$ cat src/rtl/wr_port_arbiter_if.sv
// rtl/wr_port_arbiter_if.sv - two-requester AXI write bus plus the shared RAM-side write channel
interface wr_port_arbiter_if #(
    parameter int DW = 512
);
    logic [63:0]     S0_AWADDR,  S1_AWADDR;
    logic [7:0]      S0_AWLEN,   S1_AWLEN;
    logic            S0_AWVALID, S1_AWVALID;
    logic            S0_AWREADY, S1_AWREADY;
    logic [DW-1:0]   S0_WDATA,   S1_WDATA;
    logic            S0_WLAST,   S1_WLAST;
    logic            S0_WVALID,  S1_WVALID;
    logic            S0_WREADY,  S1_WREADY;
    logic [1:0]      S0_BRESP,   S1_BRESP;
    logic            S0_BVALID,  S1_BVALID;
    logic            S0_BREADY,  S1_BREADY;

    logic [63:0]     M_AXI_AWADDR;
    logic [7:0]      M_AXI_AWLEN;
    logic            M_AXI_AWVALID;
    logic            M_AXI_AWREADY;
    logic [DW-1:0]   M_AXI_WDATA;
    logic [DW/8-1:0] M_AXI_WSTRB;
    logic            M_AXI_WLAST;
    logic            M_AXI_WVALID;
    logic            M_AXI_WREADY;
    logic [1:0]      M_AXI_BRESP;
    logic            M_AXI_BVALID;
    logic            M_AXI_BREADY;

    // Arbiter side: sees requesters and RAM as its peers.
    modport slave (
        input  S0_AWADDR, S1_AWADDR, S0_AWLEN, S1_AWLEN, S0_AWVALID, S1_AWVALID,
        output S0_AWREADY, S1_AWREADY,
        input  S0_WDATA, S1_WDATA, S0_WLAST, S1_WLAST, S0_WVALID, S1_WVALID,
        output S0_WREADY, S1_WREADY,
        output S0_BRESP, S1_BRESP, S0_BVALID, S1_BVALID,
        input  S0_BREADY, S1_BREADY,
        output M_AXI_AWADDR, M_AXI_AWLEN, M_AXI_AWVALID,
        input  M_AXI_AWREADY,
        output M_AXI_WDATA, M_AXI_WSTRB, M_AXI_WLAST, M_AXI_WVALID,
        input  M_AXI_WREADY,
        input  M_AXI_BRESP, M_AXI_BVALID,
        output M_AXI_BREADY
    );

    // Environment side: drives the requesters and models the RAM.
    modport master (
        output S0_AWADDR, S1_AWADDR, S0_AWLEN, S1_AWLEN, S0_AWVALID, S1_AWVALID,
        input  S0_AWREADY, S1_AWREADY,
        output S0_WDATA, S1_WDATA, S0_WLAST, S1_WLAST, S0_WVALID, S1_WVALID,
        input  S0_WREADY, S1_WREADY,
        input  S0_BRESP, S1_BRESP, S0_BVALID, S1_BVALID,
        output S0_BREADY, S1_BREADY,
        input  M_AXI_AWADDR, M_AXI_AWLEN, M_AXI_AWVALID,
        output M_AXI_AWREADY,
        input  M_AXI_WDATA, M_AXI_WSTRB, M_AXI_WLAST, M_AXI_WVALID,
        output M_AXI_WREADY,
        output M_AXI_BRESP, M_AXI_BVALID,
        input  M_AXI_BREADY
    );
endinterface

$ cat src/rtl/wr_port_arbiter.sv
// rtl/wr_port_arbiter.sv - two-port AXI write arbiter with AW-ordered W and B routing
module wr_port_arbiter #(
    parameter int DW          = 512,
    parameter int ORDER_DEPTH = 16
) (
    input  logic                clk,
    input  logic                sys_reset,
    wr_port_arbiter_if.slave    bus,
    output logic [8:0]          outstanding
);

    localparam int PW = (ORDER_DEPTH > 1) ? $clog2(ORDER_DEPTH) : 1;
    localparam int CW = PW + 1;
    localparam logic [CW-1:0] FULL = CW'(ORDER_DEPTH);

    typedef enum logic {IDLE, ADDR} state_t;

    state_t state;
    logic   grant;
    logic   last_grant;

    // Order FIFOs hold one requester id per accepted AW, in AW order.
    logic [ORDER_DEPTH-1:0] w_mem, b_mem;
    logic [PW-1:0]          w_wr, w_rd, b_wr, b_rd;
    logic [CW-1:0]          w_cnt, b_cnt;

    logic aw_hs, w_pop, b_hs;
    logic w_ne, b_ne, w_sel, b_sel;
    logic can_grant;
    logic any_req, both_req;

    assign w_ne      = (w_cnt != '0);
    assign b_ne      = (b_cnt != '0);
    assign w_sel     = w_mem[w_rd];
    assign b_sel     = b_mem[b_rd];
    assign can_grant = (w_cnt != FULL) && (b_cnt != FULL);
    assign any_req   = bus.S0_AWVALID | bus.S1_AWVALID;
    assign both_req  = bus.S0_AWVALID & bus.S1_AWVALID;

    // AW channel follows the granted requester while in ADDR.
    assign bus.M_AXI_AWVALID = (state == ADDR) & (grant ? bus.S1_AWVALID : bus.S0_AWVALID);
    assign bus.M_AXI_AWADDR  = grant ? bus.S1_AWADDR : bus.S0_AWADDR;
    assign bus.M_AXI_AWLEN   = grant ? bus.S1_AWLEN  : bus.S0_AWLEN;
    assign bus.S0_AWREADY    = (state == ADDR) & ~grant & bus.M_AXI_AWREADY;
    assign bus.S1_AWREADY    = (state == ADDR) &  grant & bus.M_AXI_AWREADY;
    assign aw_hs             = bus.M_AXI_AWVALID & bus.M_AXI_AWREADY;

    // W channel: beats of a requester without a queued AW stay blocked.
    assign bus.M_AXI_WVALID  = w_ne & (w_sel ? bus.S1_WVALID : bus.S0_WVALID);
    assign bus.M_AXI_WDATA   = w_sel ? bus.S1_WDATA : bus.S0_WDATA;
    assign bus.M_AXI_WLAST   = w_sel ? bus.S1_WLAST : bus.S0_WLAST;
    assign bus.M_AXI_WSTRB   = '1;
    assign bus.S0_WREADY     = w_ne & ~w_sel & bus.M_AXI_WREADY;
    assign bus.S1_WREADY     = w_ne &  w_sel & bus.M_AXI_WREADY;
    assign w_pop             = bus.M_AXI_WVALID & bus.M_AXI_WREADY & bus.M_AXI_WLAST;

    // B channel: a response with no queued owner is stalled, never dropped.
    assign bus.S0_BVALID     = b_ne & ~b_sel & bus.M_AXI_BVALID;
    assign bus.S1_BVALID     = b_ne &  b_sel & bus.M_AXI_BVALID;
    assign bus.S0_BRESP      = bus.M_AXI_BRESP;
    assign bus.S1_BRESP      = bus.M_AXI_BRESP;
    assign bus.M_AXI_BREADY  = b_ne & (b_sel ? bus.S1_BREADY : bus.S0_BREADY);
    assign b_hs              = bus.M_AXI_BVALID & bus.M_AXI_BREADY;

    always_ff @(posedge clk or posedge sys_reset) begin
        if (sys_reset) begin
            state      <= IDLE;
            grant      <= 1'b0;
            last_grant <= 1'b1;
        end else begin
            case (state)
                IDLE: begin
                    if (any_req && can_grant) begin
                        grant <= both_req ? ~last_grant : bus.S1_AWVALID;
                        state <= ADDR;
                    end
                end
                ADDR: begin
                    if (aw_hs) begin
                        last_grant <= grant;
                        state      <= IDLE;
                    end
                end
                default: state <= IDLE;
            endcase
        end
    end

    always_ff @(posedge clk or posedge sys_reset) begin
        if (sys_reset) begin
            w_mem <= '0;
            w_wr  <= '0;
            w_rd  <= '0;
            w_cnt <= '0;
        end else begin
            if (aw_hs) begin
                w_mem[w_wr] <= grant;
                w_wr        <= w_wr + PW'(1);
            end
            if (w_pop) begin
                w_rd <= w_rd + PW'(1);
            end
            case ({aw_hs, w_pop})
                2'b10:   w_cnt <= w_cnt + CW'(1);
                2'b01:   w_cnt <= w_cnt - CW'(1);
                default: w_cnt <= w_cnt;
            endcase
        end
    end

    always_ff @(posedge clk or posedge sys_reset) begin
        if (sys_reset) begin
            b_mem <= '0;
            b_wr  <= '0;
            b_rd  <= '0;
            b_cnt <= '0;
        end else begin
            if (aw_hs) begin
                b_mem[b_wr] <= grant;
                b_wr        <= b_wr + PW'(1);
            end
            if (b_hs) begin
                b_rd <= b_rd + PW'(1);
            end
            case ({aw_hs, b_hs})
                2'b10:   b_cnt <= b_cnt + CW'(1);
                2'b01:   b_cnt <= b_cnt - CW'(1);
                default: b_cnt <= b_cnt;
            endcase
        end
    end

    always_ff @(posedge clk or posedge sys_reset) begin
        if (sys_reset) begin
            outstanding <= '0;
        end else begin
            case ({aw_hs, b_hs})
                2'b10:   outstanding <= outstanding + 9'd1;
                2'b01:   outstanding <= outstanding - 9'd1;
                default: outstanding <= outstanding;
            endcase
        end
    end

endmodule

$ cat src/flat_wrapper.sv
// flat-port wrapper written by rule: the top's interface ports become plain ports
module wr_port_arbiter_flat 
#(
    parameter int DW          = 512,
    parameter int ORDER_DEPTH = 16
)
  (clk, sys_reset, outstanding, bus_S0_AWADDR, bus_S1_AWADDR, bus_S0_AWLEN, bus_S1_AWLEN, bus_S0_AWVALID, bus_S1_AWVALID, bus_S0_AWREADY, bus_S1_AWREADY, bus_S0_WDATA, bus_S1_WDATA, bus_S0_WLAST, bus_S1_WLAST, bus_S0_WVALID, bus_S1_WVALID, bus_S0_WREADY, bus_S1_WREADY, bus_S0_BRESP, bus_S1_BRESP, bus_S0_BVALID, bus_S1_BVALID, bus_S0_BREADY, bus_S1_BREADY, bus_M_AXI_AWADDR, bus_M_AXI_AWLEN, bus_M_AXI_AWVALID, bus_M_AXI_AWREADY, bus_M_AXI_WDATA, bus_M_AXI_WSTRB, bus_M_AXI_WLAST, bus_M_AXI_WVALID, bus_M_AXI_WREADY, bus_M_AXI_BRESP, bus_M_AXI_BVALID, bus_M_AXI_BREADY);
  wr_port_arbiter_if #(.DW(DW)) bus_i ();
  input  logic clk;
  input  logic sys_reset;
  output logic [8:0] outstanding;
  input wire logic [$bits(bus_i.S0_AWADDR)-1:0] bus_S0_AWADDR;
  input wire logic [$bits(bus_i.S1_AWADDR)-1:0] bus_S1_AWADDR;
  input wire logic [$bits(bus_i.S0_AWLEN)-1:0] bus_S0_AWLEN;
  input wire logic [$bits(bus_i.S1_AWLEN)-1:0] bus_S1_AWLEN;
  input wire logic [$bits(bus_i.S0_AWVALID)-1:0] bus_S0_AWVALID;
  input wire logic [$bits(bus_i.S1_AWVALID)-1:0] bus_S1_AWVALID;
  output wire logic [$bits(bus_i.S0_AWREADY)-1:0] bus_S0_AWREADY;
  output wire logic [$bits(bus_i.S1_AWREADY)-1:0] bus_S1_AWREADY;
  input wire logic [$bits(bus_i.S0_WDATA)-1:0] bus_S0_WDATA;
  input wire logic [$bits(bus_i.S1_WDATA)-1:0] bus_S1_WDATA;
  input wire logic [$bits(bus_i.S0_WLAST)-1:0] bus_S0_WLAST;
  input wire logic [$bits(bus_i.S1_WLAST)-1:0] bus_S1_WLAST;
  input wire logic [$bits(bus_i.S0_WVALID)-1:0] bus_S0_WVALID;
  input wire logic [$bits(bus_i.S1_WVALID)-1:0] bus_S1_WVALID;
  output wire logic [$bits(bus_i.S0_WREADY)-1:0] bus_S0_WREADY;
  output wire logic [$bits(bus_i.S1_WREADY)-1:0] bus_S1_WREADY;
  output wire logic [$bits(bus_i.S0_BRESP)-1:0] bus_S0_BRESP;
  output wire logic [$bits(bus_i.S1_BRESP)-1:0] bus_S1_BRESP;
  output wire logic [$bits(bus_i.S0_BVALID)-1:0] bus_S0_BVALID;
  output wire logic [$bits(bus_i.S1_BVALID)-1:0] bus_S1_BVALID;
  input wire logic [$bits(bus_i.S0_BREADY)-1:0] bus_S0_BREADY;
  input wire logic [$bits(bus_i.S1_BREADY)-1:0] bus_S1_BREADY;
  output wire logic [$bits(bus_i.M_AXI_AWADDR)-1:0] bus_M_AXI_AWADDR;
  output wire logic [$bits(bus_i.M_AXI_AWLEN)-1:0] bus_M_AXI_AWLEN;
  output wire logic [$bits(bus_i.M_AXI_AWVALID)-1:0] bus_M_AXI_AWVALID;
  input wire logic [$bits(bus_i.M_AXI_AWREADY)-1:0] bus_M_AXI_AWREADY;
  output wire logic [$bits(bus_i.M_AXI_WDATA)-1:0] bus_M_AXI_WDATA;
  output wire logic [$bits(bus_i.M_AXI_WSTRB)-1:0] bus_M_AXI_WSTRB;
  output wire logic [$bits(bus_i.M_AXI_WLAST)-1:0] bus_M_AXI_WLAST;
  output wire logic [$bits(bus_i.M_AXI_WVALID)-1:0] bus_M_AXI_WVALID;
  input wire logic [$bits(bus_i.M_AXI_WREADY)-1:0] bus_M_AXI_WREADY;
  input wire logic [$bits(bus_i.M_AXI_BRESP)-1:0] bus_M_AXI_BRESP;
  input wire logic [$bits(bus_i.M_AXI_BVALID)-1:0] bus_M_AXI_BVALID;
  output wire logic [$bits(bus_i.M_AXI_BREADY)-1:0] bus_M_AXI_BREADY;
  assign bus_i.S0_AWADDR = bus_S0_AWADDR;
  assign bus_i.S1_AWADDR = bus_S1_AWADDR;
  assign bus_i.S0_AWLEN = bus_S0_AWLEN;
  assign bus_i.S1_AWLEN = bus_S1_AWLEN;
  assign bus_i.S0_AWVALID = bus_S0_AWVALID;
  assign bus_i.S1_AWVALID = bus_S1_AWVALID;
  assign bus_S0_AWREADY = bus_i.S0_AWREADY;
  assign bus_S1_AWREADY = bus_i.S1_AWREADY;
  assign bus_i.S0_WDATA = bus_S0_WDATA;
  assign bus_i.S1_WDATA = bus_S1_WDATA;
  assign bus_i.S0_WLAST = bus_S0_WLAST;
  assign bus_i.S1_WLAST = bus_S1_WLAST;
  assign bus_i.S0_WVALID = bus_S0_WVALID;
  assign bus_i.S1_WVALID = bus_S1_WVALID;
  assign bus_S0_WREADY = bus_i.S0_WREADY;
  assign bus_S1_WREADY = bus_i.S1_WREADY;
  assign bus_S0_BRESP = bus_i.S0_BRESP;
  assign bus_S1_BRESP = bus_i.S1_BRESP;
  assign bus_S0_BVALID = bus_i.S0_BVALID;
  assign bus_S1_BVALID = bus_i.S1_BVALID;
  assign bus_i.S0_BREADY = bus_S0_BREADY;
  assign bus_i.S1_BREADY = bus_S1_BREADY;
  assign bus_M_AXI_AWADDR = bus_i.M_AXI_AWADDR;
  assign bus_M_AXI_AWLEN = bus_i.M_AXI_AWLEN;
  assign bus_M_AXI_AWVALID = bus_i.M_AXI_AWVALID;
  assign bus_i.M_AXI_AWREADY = bus_M_AXI_AWREADY;
  assign bus_M_AXI_WDATA = bus_i.M_AXI_WDATA;
  assign bus_M_AXI_WSTRB = bus_i.M_AXI_WSTRB;
  assign bus_M_AXI_WLAST = bus_i.M_AXI_WLAST;
  assign bus_M_AXI_WVALID = bus_i.M_AXI_WVALID;
  assign bus_i.M_AXI_WREADY = bus_M_AXI_WREADY;
  assign bus_i.M_AXI_BRESP = bus_M_AXI_BRESP;
  assign bus_i.M_AXI_BVALID = bus_M_AXI_BVALID;
  assign bus_M_AXI_BREADY = bus_i.M_AXI_BREADY;
  wr_port_arbiter #(.DW(DW), .ORDER_DEPTH(ORDER_DEPTH)) u_core (.clk(clk), .sys_reset(sys_reset), .bus(bus_i), .outstanding(outstanding));
endmodule
$ cat config.mk
export PLATFORM = sky130hd
export DESIGN_NAME = wr_port_arbiter_flat
export DESIGN_NICKNAME = d
export VERILOG_FILES = /design/src/rtl/wr_port_arbiter_if.sv /design/src/rtl/wr_port_arbiter.sv /design/src/flat_wrapper.sv
export SDC_FILE = /design/constraint.sdc
export NUM_CORES = 1
export LEC_CHECK = 0
export ABC_CLOCK_PERIOD_IN_PS = 4500
export CORE_AREA = 2 2 733 735
export DETAILED_ROUTE_END_ITERATION = 7
export DIE_AREA = 0 0 735 737
export SYNTH_ARGS = -nofsm -noshare
export SYNTH_HDL_FRONTEND = slang
export SYNTH_SLANG_ARGS = --single-unit
$ cat constraint.sdc
create_clock -name clk -period 4.5 [get_ports clk]
set_input_delay 0.9 -clock clk [delete_from_list [all_inputs] [get_ports clk]]
set_output_delay 0.9 -clock clk [all_outputs]
set_load 0.005 [all_outputs]
==> key figures <==
Timing
  – Final hold vios: 0
  – RSZ-0062 raised after global routing: true
  – Max-slew headroom: 0.122
  – Worst slew pin tran: ~1300 ps
  – Skew final: 12.5 ps
  – Final setup violation count: 133
  – Final period util: 1.04
  – Final hold slack: 484 ps
  – Fin crit period: 4660 ps
  – Setup ws final: -162 ps
  – Slew Viols, Final: 0
  – Fmax: roughly 210 MHz

Routing
  – DRC viols: 465
  – Via count: 20,641
  – Post-route ant nets: 0
  – Via density: a little over 2
  – TritonRoute pass-1 iters: 5
  – WL final: approximately 450,000 um
  – 1st-iter DRT viols: 1,267
  – Wire per inst: around 44 um

CTS
  – Worst-skew pair later-pin latency: ~360 ps
  – Clk sinks: 70
  – Root Buffer: clkbuf_16
  – Clock Tree Buf Depth: 2
  – CTS tree: done
  – CTS Buf Count: 9
  – Clk pin slew, worst setup/hold paths: ~60 ps
  – H-tree Lvls: 3

Logic synthesis
  – Post-synthesis sequential area ratio: 0.153
  – Post-Syn Area: between 0.01 and 0.015 mm2
  – Dominant cell type by area after synthesis: mux2_2
  – Flop and latch count out of synthesis: 70
  – Yosys cell types: 44
  – Mean post-synth cell area: 10.6 um2
  – Ys Warns: 0
  – Synth Instances: 1,086
  – Share of the synthesized area in the top cell type: 0.365
  – Synth top area cells: mux2_2 (37%), mux2_1 (23%), dfrtp_1 (15%)

Power and ir drop
  – Switching Share: 0.499
  – Net switching power: 11.8 mW
  – Peak supply drop: 0.695 mV
  – Power share of the clock group: 0.037
  – Flop pwr share: 0.053
  – Comb power frac: 0.910
  – Pwr per Cell Area: 582 mW/mm2
  – P_int: 11.9 mW
  – Leak: 13.2 nW

Setup path
  – Worst-path cell chain: mux4_2 -> mux4_4 -> buf_12 -> clkbuf_16 -> mux2_1 -> clkdlybuf4s50_1
  – CP Launch Type: register
  – Critical path data arrival time: 3760 ps
  – Delay-heaviest family, CP: multiplexers
  – CP max stage delay: 660 ps
  – Crit path buf inv count: 3
  – Crit-path max FO: 37
  – Critical Path RT: 3600 ps
  – R2r setup slk: around 450 ps
  – Kind of critical path: register to output pin
  – Slowest cell on the critical path: mux4_4
  – Critical Path Sink Type: output pin

Final layout
  – Most frequent cells in the layout: clkdlybuf4s50_1 (1,481), mux2_2 (363), mux2_1 (221)
  – Commonest non-fill, non-tap cell in the layout: clkdlybuf4s50_1
  – Fillers: 62,375
  – Area growth from synthesis to layout: 254%
  – Final nets: 4,044
  – Share of layout cells above drive strength 1: 0.246
  – Non-Filler Instances: 10,105

Floorplanning
  – I/O pin total: 1,854
  – Rows: 269
  – Die height: 737 um
  – Die area: 0.542 mm2
  – Die width: roughly 740 um
  – Starting Density: 0.0215
  – Core area: between 0.5 and 0.6 mm2

Run status
  – Failing checks: DRC, setup timing
  – Run status: complete, but fails checks

Global routing
  – First-pass GRT wire length: 486,000 um
  – Pin count of the biggest net entering global routing: 98
  – Grt total ovfl: 0
  – Antenna violations before repair: 627
  – Total track usage: 0.158
  – Vias in the first global route: between 15,000 and 20,000

Placed design
  – Gpl congestion: between 1 and 1.5
  – Detailed Place HPWL: 428,000 um
  – Placed Instances: 9,853
  – Port Buffers: 1,783

Worst hold path
  – Worst hold path class: register to register

Run
  – MaxCap Viol Count: 0
-- through the flow --
step / setup TNS (ps) / total power, mW / setup slack (ps) / util / instance area [um2]
after global placement: 0 / 22.7 / 49.4 / 0.0736 / 39300
after floorplan: 0 / 7.48 / 622 / - / 11700
final: -5560 / 23.7 / -162 / 0.0762 / 40700
after CTS: -3510 / 24.0 / -107 / 0.0746 / 39900
after detailed placement: -14.3 / 22.5 / -12.5 / 0.0736 / 39300
after global routing: -8210 / 24.8 / -147 / 0.0756 / 40400
-- power by group through the flow --
| stage | logic, mW | clock network [mW] | registers [mW] |
|---|---|---|---|
| after floorplan | 6.40 | 0 | 1.08 |
| after global placement | 21.4 | 0 | 1.30 |
| after detailed placement | 21.3 | 0 | 1.28 |
| after CTS | 21.8 | 0.901 | 1.27 |
| after global routing | 22.6 | 0.925 | 1.31 |
| final | 21.6 | 0.867 | 1.26 |
-- final timing paths --
check / to / startpoint / cells after the start
worst min-delay path: u_core.b_mem[11]$_DFFE_PP0P_ / u_core.b_mem[11]$_DFFE_PP0P_ / 2
worst max register to register: u_core.outstanding[8]$_DFFE_PP0P_ / u_core.b_rd[2]$_DFFE_PP0P_ / 11
worst max-delay path: bus_M_AXI_WDATA[457] / u_core.w_rd[0]$_DFFE_PP0P_ / 6
worst min register to register: u_core.b_mem[11]$_DFFE_PP0P_ / u_core.b_mem[11]$_DFFE_PP0P_ / 2
min in group asynchronous: u_core.outstanding[6]$_DFFE_PP0P_ / sys_reset / 2
max in group asynchronous: u_core.w_rd[0]$_DFFE_PP0P_ / sys_reset / 3
-- worst reg2reg max path, delay by kind of cell (launching register included) --
kind	cells	cell delay, ps
compound gates	5	1120
simple gates	1	120
mux	3	1370
flops	1	590
fa+ha+maj	2	750
-- state kept, by name, indices dropped and copies added, names as in the netlist, 4 cells and up --
signal / cells
u_core.b_cnt: 5
u_core.b_mem: 16
u_core.b_rd: 4
u_core.b_wr: 4
u_core.outstanding: 9
u_core.w_cnt: 5
u_core.w_mem: 16
u_core.w_rd: 4
u_core.w_wr: 4
-- repair_timing --
action | 4_1_cts | 5_1_grt
hold buffers | 0 | 0
setup endpoints to repair | 310 | 185
setup buffers | 2 | 4
gates cloned | 4 | 5
gates resized for setup | 70 | 67
-- synthesized netlist by cell type (all sizes together) --
cell type	n
mux2	610
buf	119
dfrtp	69
clkbuf	33
nand2	32
o21ai	28
nand3	27
ha	25
inv	20
xnor2	20
nor2	17
nand4	13
mux4	10
a21oi	8
nor2b	8
a21o	7
mux2i	7
xor2	7
fa	3
nand3b	2
o211ai	2
or4	2
a221o	1
a311o	1
a31o	1
a31oi	1
a32o	1
and2	1
and3	1
conb	1
dfstp	1
nor3	1
nor3b	1
nor4	1
nor4b	1
o21bai	1
o31ai	1
or2	1
or3	1
-- layer usage --
metal / vias to the layer above / wire [um] / track usage
met1: 9432 / 170000 / 0.177
met3: 839 / 78800 / 0.122
met4: 272 / 17800 / 0.0486
met5: - / 2390 / 0.00760
met2: 2476 / 180000 / 0.228
li1: 7622 / - / -
-- cell type report --
type	count	area (um2)	area share
clock buffers	10	239	0.00587
flip-flops and latches	70	1760	0.0432
diodes	221	553	0.0136
well taps	7046	8820	0.217
inverters	20	75.1	0.00184
clock inverters	6	109	0.00267
repair buffers	1825	20200	0.496
multi-input cells	907	8960	0.220
-- cell families (layout without fill, tap and decap cells) --
| logic type | Yosys count | in the layout | share of synthesized area |
|---|---|---|---|
| flops | 70 | 70 | 0.153 |
| xor+xnor | 27 | 27 | 0.0206 |
| simple gates | 109 | 109 | 0.0464 |
| buf+inv | 172 | 1861 | 0.0973 |
| fa+ha+maj | 28 | 28 | 0.0324 |
| mux | 627 | 627 | 0.623 |
| compound gates | 52 | 52 | 0.0271 |
| other cells | 1 | 285 | 0.000326 |
Note: power is estimated with default switching activity, not from simulation.
